`config.mk`:
```
export PLATFORM = sky130hd
export DESIGN_NAME = tick_counter
export DESIGN_NICKNAME = d
export VERILOG_FILES = /design/src/rtl/tick_counter.sv
export SDC_FILE = /design/constraint.sdc
export NUM_CORES = 1
export LEC_CHECK = 0
export ABC_AREA = 1
export ABC_CLOCK_PERIOD_IN_PS = 1800
export BUFFER_PORTS_ARGS = -buffer_cell sky130_fd_sc_hd__clkbuf_2
export CORE_AREA = 2 2 39 41
export CTS_CLUSTER_SIZE = 30
export DETAILED_ROUTE_END_ITERATION = 10
export DIE_AREA = 0 0 41 43
export PLACE_DENSITY = 0.81
export REMOVE_ABC_BUFFERS = 1
export SETUP_SLACK_MARGIN = 0.02
export SYNTH_ARGS = -nofsm -noshare
export SYNTH_HDL_FRONTEND = slang
export SYNTH_SLANG_ARGS = --single-unit
```
`constraint.sdc`:
```
create_clock -name clk -period 1.8 [get_ports clk]
set_input_delay 0.18 -clock clk [delete_from_list [all_inputs] [get_ports clk]]
set_output_delay 0.18 -clock clk [all_outputs]
set_load 0.01 [all_outputs]
```
`src/rtl/tick_counter.sv`:
```
// Loadable free-running byte counter with gated output bus and wrap pulse.
// Define COUNTER_WRAP_HALT_EN to make a wrap saturate at all-ones and enter HALT.
module tick_counter #(
    parameter int unsigned WIDTH = 8
) (
    input  logic             clk,
    input  logic             rst,
    input  logic             load,
    input  logic [WIDTH-1:0] load_val,
    input  logic             inc,
    input  logic             out_en,
    output logic [WIDTH-1:0] count,
    output logic [WIDTH-1:0] out,
    output logic             wrap,
    output logic             halted
);

    typedef enum logic [0:0] {StRun, StHalt} state_e;

    localparam logic [WIDTH-1:0] AllOnes = '1;
    localparam logic [WIDTH-1:0] One     = {{(WIDTH-1){1'b0}}, 1'b1};

    state_e           state_q, state_d;
    logic [WIDTH-1:0] count_q, count_d;
    logic             wrap_q, wrap_d;

    always_comb begin
        state_d = state_q;
        count_d = count_q;
        wrap_d  = 1'b0;
        if (load) begin
            count_d = load_val;
            state_d = StRun;
        end else if (inc && (state_q == StRun)) begin
            if (count_q == AllOnes) begin
                wrap_d = 1'b1;
`ifdef COUNTER_WRAP_HALT_EN
                // Saturate: count holds at all-ones until load or rst.
                state_d = StHalt;
`else
                count_d = '0;
`endif
            end else begin
                count_d = count_q + One;
            end
        end
    end

    always_ff @(posedge clk) begin
        if (rst) begin
            state_q <= StRun;
            count_q <= '0;
            wrap_q  <= 1'b0;
        end else begin
            state_q <= state_d;
            count_q <= count_d;
            wrap_q  <= wrap_d;
        end
    end

    assign count = count_q;
    assign out   = out_en ? count_q : '0;
    assign wrap  = wrap_q;

`ifdef COUNTER_WRAP_HALT_EN
    assign halted = (state_q == StHalt);
`else
    assign halted = 1'b0;
`endif

endmodule

```
Yosys cells after proc, flatten, opt, wreduce, memory -nomap -nowiden
Index checks and enable logic that the tools add are counted.

Output and inout bits: 18. Bits of input ports: 13. Register bits after elaboration: 9. Logic and storage cells: 12.

Equal/unequal tests: 1. Reductions and logical operators: 2. Bitwise logic cells: 1. $add $sub $neg: 1. Muxes and demuxes: 5.

Operator list (number): $mux W8 (4); $add A8 B1 Y8 const B (1); $eq A8 B8 Y1 const B (1); $reduce_or A3 Y1 (1); $reduce_bool A2 Y1 (1); $mux W1 (1); $not A1 Y1 (1).

Longest topological paths before layout
Gate-level depths: netlist of run 1.

Depth after elaboration: 4. Mapped depth: 8. Mapped depth without buffers: 7.

Worst setup path after synthesis of run 1
No wires, ideal clock.

Kind: register to register. From: reg count_q[1] (netlist: count[1]). To: reg count_q[5] (netlist: count[5]). Stages on the path, launching flop included: 7. Setup time: 0.128 ns. Buffers on the path: 0. Data arrival time: 1.120 ns. Path slack: 0.552 ns. Clock period less this slack: 1.248 ns. Required time: 1.672 ns. Cells stage by stage: dfxtp_1 ha_1 nand2_2 nor2_1 a21oi_2 nand3_1 a21oi_1.

Word-level cells in the longest chain between the ends: 4. Elaborated cells between the ends (all ways): 5. Classes of those cells: add/sub: 1; eq/ne: 1; mux: 3.

RTL lines: from (decl) (RTL line 24) `logic [WIDTH-1:0] count_q, count_d;`; from (signal assigned) (RTL line 56) `count_q <= count_d;`; $add A8 B1 Y8 / $eq A8 B8 Y1 (equally long branches) (RTL line 44, 35); $mux W8 (*) (RTL line 35) `if (count_q == AllOnes) begin`; $mux W8 (*) (RTL line 34) `end else if (inc && (state_q == StRun)) begin`; $mux W8 (*) (RTL line 31) `if (load) begin`.

Mark *: on every way between the ends. The rest lies on a longest branch, timed or not. The select of a mux whose other input is x is not followed. A chain may end at the register's enable or synchronous reset.

Worst setup path after layout of run 1
Ends and elaborated chain as after synthesis.

==> flow_metrics.tcl, run 1 <==
set metrics [dict create \
    cp_data_arrival_time_ps 1460 \
    worst-setup-path-type "reg2reg" \
    max_cap_viol_count 0 \
    pwr_density_cell_nw_per_um2 635 \
    cts_resized 0 \
    grt_pass1_wl_um 2440 \
    avgSynthCellArea_sq_um 6.19 \
    post-synth-top-area-fraction 0.303 \
    initial_core_util 0.429 \
    synth_ff_type "dfxtp_1" \
    clkSinkCount 9 \
    hold_depth 3 \
    die-area_sq_um 1760 \
    first_pass_iters 4 \
    nets 140 \
    synthToLayoutAreaGrowth_pct 28.8 \
    grt-ovfl-total 0 \
    synth_seq_cells 9 \
    wl_met2_um 751 \
    r2r-end "count[5]$_SDFFE_PP0P_" \
    die_y_um 43 \
    grt_setup_unrepaired "no" \
    ant_nets 0 \
    grt_pass1_vias 586 \
    via_per_inst 5.02 \
    vias 708 \
    finalSetupViolCount 0 \
    port_buffers 29 \
    htreeDepth 1 \
    max-vdd-ir-drop_mv 0.328 \
    ys_warn_count 0 \
    wl_met3_um 77 \
    m1WireLength_um 685 \
    drive_gt1_frac 0.312 \
    dp_hpwl_um 1180 \
    worstRegToRegCells 6 \
    syn-instance-count 96 \
    fillers 136 \
    min_path_type "in2reg" \
    endpoint_kind "register" \
    final-max-slew-violation-count 0 \
    outcome "complete, no violations" \
    stdcell_count 141 \
    cp-start-kind "register" \
    setup_tns_ps 0 \
    p_total_mw 0.486 \
    pwr-share-clk 0.320 \
    yosysUniqueCellTypes 23 \
    grt_max_degree 10 \
    clkLatencyLatePin_ps 260 \
    initialDrtViolationCount 13 \
    r2r_setup_slack_ps 480 \
    drt_drc_violations_left 0 \
    p_comb_frac 0.202 \
    gp_congestion 0.943 \
    dp_cells 137 \
    clockBufferDepth 2 \
    cp-startpoint "count[1]$_SDFFE_PP0P_" \
    postCtsHoldBufs 0 \
    antenna_found_initial 0 \
    synthArstFlopShare 0 \
    synth_area_sq_um 594 \
    synth_top_area_cell "dfxtp_1" \
    n_antenna_cell 0 \
    finalClockSkew_ps 1.55 \
    num_io_pins 31 \
    wl_per_cell_um 11.0 \
    hold_viol_final 0 \
    cts-root-buf "clkbuf_4" \
    p_leak_nw 0.431 \
    final.min_clock_period_ps 1320 \
    core_sq_um 1380 \
    numCtsBuffers 3 \
    die_w_um 41 \
    synth-edff-count 0 \
    cts_tree "done" \
    fin_crit_sh 0.731 \
    placementRows 14 \
    top_layer_used "met4" \
    ys_top_cells_by_area "dfxtp_1 30%, nand2_1 16%, inv_1 9.5%" \
    r2r_start "count[1]$_SDFFE_PP0P_" \
    share_seq_of_total_power 0.477 \
    yosysSeqAreaShare 0.303 \
    fin_hold_ws_ps 174 \
    switchingPower_mw 0.148 \
    crit_fanout 7 \
    clkTransAtPathRegs_ps 60 \
    internal_power_mw 0.338 \
    power_switching_share 0.304 \
    cts_setup_buffers 0 \
    grt_usage 0.202 \
    crit_end "count[5]$_SDFFE_PP0P_" \
    required_ps 1950 \
    drt-total-wl_um 1540 \
    max_clock_freq_mhz 760 \
]
-- cells in the final DEF (no fill, tap or decap) --
master / synthesis / final
xor2_1: 1 / 1
nor2_1: 9 / 9
nand3_1: 6 / 6
nor2_2: 1 / 1
or2_2: 1 / 1
nand2_1: 25 / 25
inv_1: 15 / 15
nor3_1: 1 / 1
clkbuf_4: 0 / 3
a22oi_1: 4 / 4
nand2_2: 2 / 2
nand4_1: 4 / 4
ha_1: 1 / 1
a31oi_1: 2 / 2
a21oi_1: 5 / 5
conb_1: 1 / 1
nand3_2: 1 / 1
a21oi_2: 1 / 1
dfxtp_1: 9 / 9
clkbuf_2: 0 / 29
clkbuf_1: 2 / 1
o21ai_0: 2 / 2
inv_2: 1 / 1
-- cells by family (layout without fill, tap and decap cells) --
group / after synthesis / count (layout) / synth area share
AO/OA/AOI/OAI: 14 / 14 / 0.145
XOR/XNOR: 1 / 1 / 0.0147
adder cells (fa/ha/maj): 1 / 1 / 0.0210
buffers and inverters: 20 / 49 / 0.135
flip-flops: 9 / 9 / 0.303
other: 1 / 1 / 0.00631
AND/OR/NAND/NOR: 50 / 50 / 0.375
-- power groups by stage --
stage / clock network (mW) / logic [mW] / registers [mW]
6_report: 0.156 / 0.0983 / 0.232
5_1_grt: 0.169 / 0.110 / 0.234
4_1_cts: 0.155 / 0.0984 / 0.232
3_5_place_dp: 0 / 0.0982 / 0.236
3_3_place_gp: 0 / 0.0974 / 0.235
2_1_floorplan: 0 / 0.0466 / 0.237
-- critical path, stage by stage, from the launching register on --
cell and delay, ps:
dfxtp_1 440, ha_1 220, nand2_2 70, nor2_1 190, a21oi_2 120, nand3_1 100, a21oi_1 60
-- how the worst min path moves through the flow --
stage                     slack [ps]   startpoint               endpoint
after detailed placement         450  load_val[2]  count[2]$_SDFFE_PP0P_
after global placement           440  load_val[2]  count[2]$_SDFFE_PP0P_
final                            170  load_val[2]  count[2]$_SDFFE_PP0P_
after CTS                        180  load_val[2]  count[2]$_SDFFE_PP0P_
after floorplan                  250          rst  count[0]$_SDFFE_PP0P_
after global routing             190  load_val[2]  count[2]$_SDFFE_PP0P_
-- Yosys cell counts (2+ instances only) --
cell type	n
inv_1	15
nand2_1	25
a31oi_1	2
nand3_1	6
clkbuf_1	2
nand4_1	4
nand2_2	2
a21oi_1	5
a22oi_1	4
o21ai_0	2
nor2_1	9
dfxtp_1	9
-- area by class of cell --
class	instances	area (sq um)	area share
Clock buffer	4	26.3	0.0343
Multi-Input combinational cell	67	334	0.436
Timing Repair Buffer	29	145	0.190
Tap cell	16	20.0	0.0261
Inverter	16	60.1	0.0784
Sequential cell	9	180	0.235
-- flip-flops by register name, summed over array words and instances (netlist names) --
signal and flops:
wrap 1, count 8
-- metal layers --
metal  up-vias  GRT usage
met3         5     0.0366
li1        370          -
met4         0      0.100
met1       313      0.256
met2        20      0.313
met5         -          0
-- metrics by stage --
step	util	setup WS [ps]	cell area, sq um
finish	0.553	484	766
CTS	0.553	470	766
global route	0.553	357	766
floorplan	-	559	574
global placement	0.534	524	739
detailed placement	0.534	486	739
No activity file was read; power rests on OpenSTA's default activity.
==> run 2, diff against run 1 <==
Settings changed: ABC_AREA 1 to 0, ABC_CLOCK_PERIOD_IN_PS 1800 to 1210, CORE_AREA 2 2 39 41 to default, CORE_MARGIN from default to 2, CORE_UTILIZATION from default to 38, DIE_AREA 0 0 41 43 to default, PLACE_DENSITY 0.81 to 0.74.
Clock period 1.8 ns to 1.21 ns, I/O delays scaled along.
==> flow_metrics.tcl, run 2 <==
set metrics [dict create \
    outcome "finished with violations" \
    failed_checks "negative setup slack" \
    clkSinkCount 9 \
    required_ps 1420 \
    vias 680 \
    core_sq_um 1450 \
    synth.most_common_cell "dfxtp_1" \
    cts-root-buf "clkbuf_4" \
    dp_hpwl_um 1210 \
    placementRows 14 \
    n_antenna_cell 0 \
    fin_ws_ps -53.4 \
    max_clock_freq_mhz 792 \
    ys_warn_count 0 \
    worstRegToRegCells 4 \
    max-vdd-ir-drop_mv 0.551 \
    synthToLayoutAreaGrowth_pct 62.3 \
    stdcell_count 131 \
    clockBufferDepth 2 \
    hold_viol_final 0 \
    crit_end "count[5]$_SDFFE_PP0P_" \
    layout_commonest_cell "clkbuf_2" \
    postCtsHoldBufs 0 \
    yosysSeqAreaShare 0.314 \
    r2r_setup_slack_ps -50 \
    setup_tns_ps -96.9 \
    r2r-end "count[5]$_SDFFE_PP0P_" \
    synth_top_area_cell "dfxtp_1" \
    crit_fanout 3 \
    num_io_pins 31 \
    drive_gt1_frac 0.574 \
    p_total_mw 0.788 \
    max_cap_viol_count 0 \
    fin_hold_ws_ps 84.8 \
    ant_nets 0 \
    syn-instance-count 70 \
    dpl_worst_slack_ps -131 \
    mostFrequentLayoutCells "27 x clkbuf_2, 15 x buf_4, 6 x nor2_1, 6 x dfxtp_1, 5 x and2_1" \
    final-max-slew-violation-count 0 \
    synthAdderAreaFrac 0.0218 \
    clkTransAtPathRegs_ps 60 \
    min_path_type "in2reg" \
    dp_cells 124 \
    synth-edff-count 0 \
    first_pass_iters 4 \
    die-area_sq_um 1840 \
    endpoint_kind "register" \
    cp-startpoint "count[0]$_SDFFE_PP0P_" \
    synth_ff_type "dfxtp_1" \
    placed_cell_area_sq_um 820 \
    drt-total-wl_um 1640 \
    grt_pass1_vias 611 \
    antenna_found_initial 0 \
    wl_per_cell_um 12.5 \
    final_util 0.641 \
    synth_area_sq_um 574 \
    pwr_density_cell_nw_per_um2 846 \
    finalSetupViolCount 2 \
    grt_max_degree 17 \
    worst-setup-path-type "reg2reg" \
    post-synth-top-area-fraction 0.314 \
    synth_compound_area_frac 0.166 \
    cp_data_arrival_time_ps 1470 \
    port_buffers 29 \
    largest_reg_flops 8 \
    avgSynthCellArea_sq_um 8.20 \
    die_y_um 42.9 \
    initialDrtViolationCount 12 \
    drt_drc_violations_left 0 \
    htreeDepth 1 \
    fin_area_sq_um 932 \
    fin_crit_sh 1.04 \
    ys_top_cells_by_area "dfxtp_1 31%, and2_1 7.6%, mux2i_1 5.2%" \
    initial_core_util 0.395 \
    yosys-top-cells-count "9 x dfxtp_1, 7 x and2_1, 6 x nor2_1, 4 x nand2_1" \
    grt-ovfl-total 0 \
    cp-start-kind "register" \
    via_per_inst 5.19 \
    synth_seq_cells 9 \
    die_w_um 42.9 \
    finalClockSkew_ps 2.42 \
    grt_setup_unrepaired "yes" \
    gp_congestion 0.768 \
    muxShareOfSynthArea 0.0523 \
    synth-simple-area-share 0.329 \
    nets 130 \
    final.min_clock_period_ps 1260 \
    grt_usage 0.201 \
    clkLatencyLatePin_ps 270 \
    p_leak_nw 0.445 \
    r2r_start "count[0]$_SDFFE_PP0P_" \
    synth_top_family_by_area "simple AND/OR/NAND/NOR gates" \
    grt_pass1_wl_um 2730 \
    synthXorXnorAreaFrac 0.0610 \
    cts_tree "done" \
    numCtsBuffers 3 \
    synthArstFlopShare 0 \
    yosysUniqueCellTypes 38 \
]
## run 2: worst min path at each step
| stage | startpoint | endpoint | slack [ps] | depth (start not counted) |
|---|---|---|---|---|
| final | load_val[5] | count[5]$_SDFFE_PP0P_ | 80 | 3 |
| after CTS | load_val[5] | count[5]$_SDFFE_PP0P_ | 80 | 3 |
| after detailed placement | load_val[7] | count[7]$_SDFFE_PP0P_ | 360 | 3 |
| after global placement | load_val[7] | count[7]$_SDFFE_PP0P_ | 350 | 3 |
| after floorplan | rst | count[5]$_SDFFE_PP0P_ | 180 | 1 |
| after global routing | load_val[7] | count[7]$_SDFFE_PP0P_ | 80 | 3 |
## run 2: power breakdown
group	total (mW)	leakage, nW	switching (mW)	internal, mW
sequential	0.329	0.0752	0.0135	0.315
clock	0.243	0.0177	0.120	0.122
combinational	0.217	0.352	0.104	0.113
## run 2: final cells by class
cell class	instances	area, sq um
clock inverters	1	5.00
inverters	1	3.75
flip-flops and latches	9	184
clock buffers	3	22.5
repair buffers	46	293
well taps	16	20.0
fillers	125	522
multi-input cells	55	404
## run 2: what timing repair did
item,in CTS,in global routing
resized for setup,11,7
pin swaps,5,1
setup endpoints to repair,7,12
buffers inserted,3,0
endpoints found under the hold margin,0,0
cloned,0,0
## run 2: routing by layer
layer,global-route usage,share of wire,vias to the layer above
met5,0,0,-
met4,0.0563,0.0085,0
met3,0.0638,0.063,2
met2,0.318,0.49,22
met1,0.258,0.43,322
li1,-,-,334
## run 2: cells by family after synthesis
kind of cell    Yosys count
flops                     9
xor+xnor                  4
buf+inv                   6
other cells               1
fa+ha+maj                 1
compound gates           13
mux                       3
simple gates             33
## run 2: worst max-delay path, cell delays in order (launching register included)
cell      delay, ps
dfxtp_2         340
o211ai_1        140
or3_1           330
a211o_1         270
a21oi_2         130
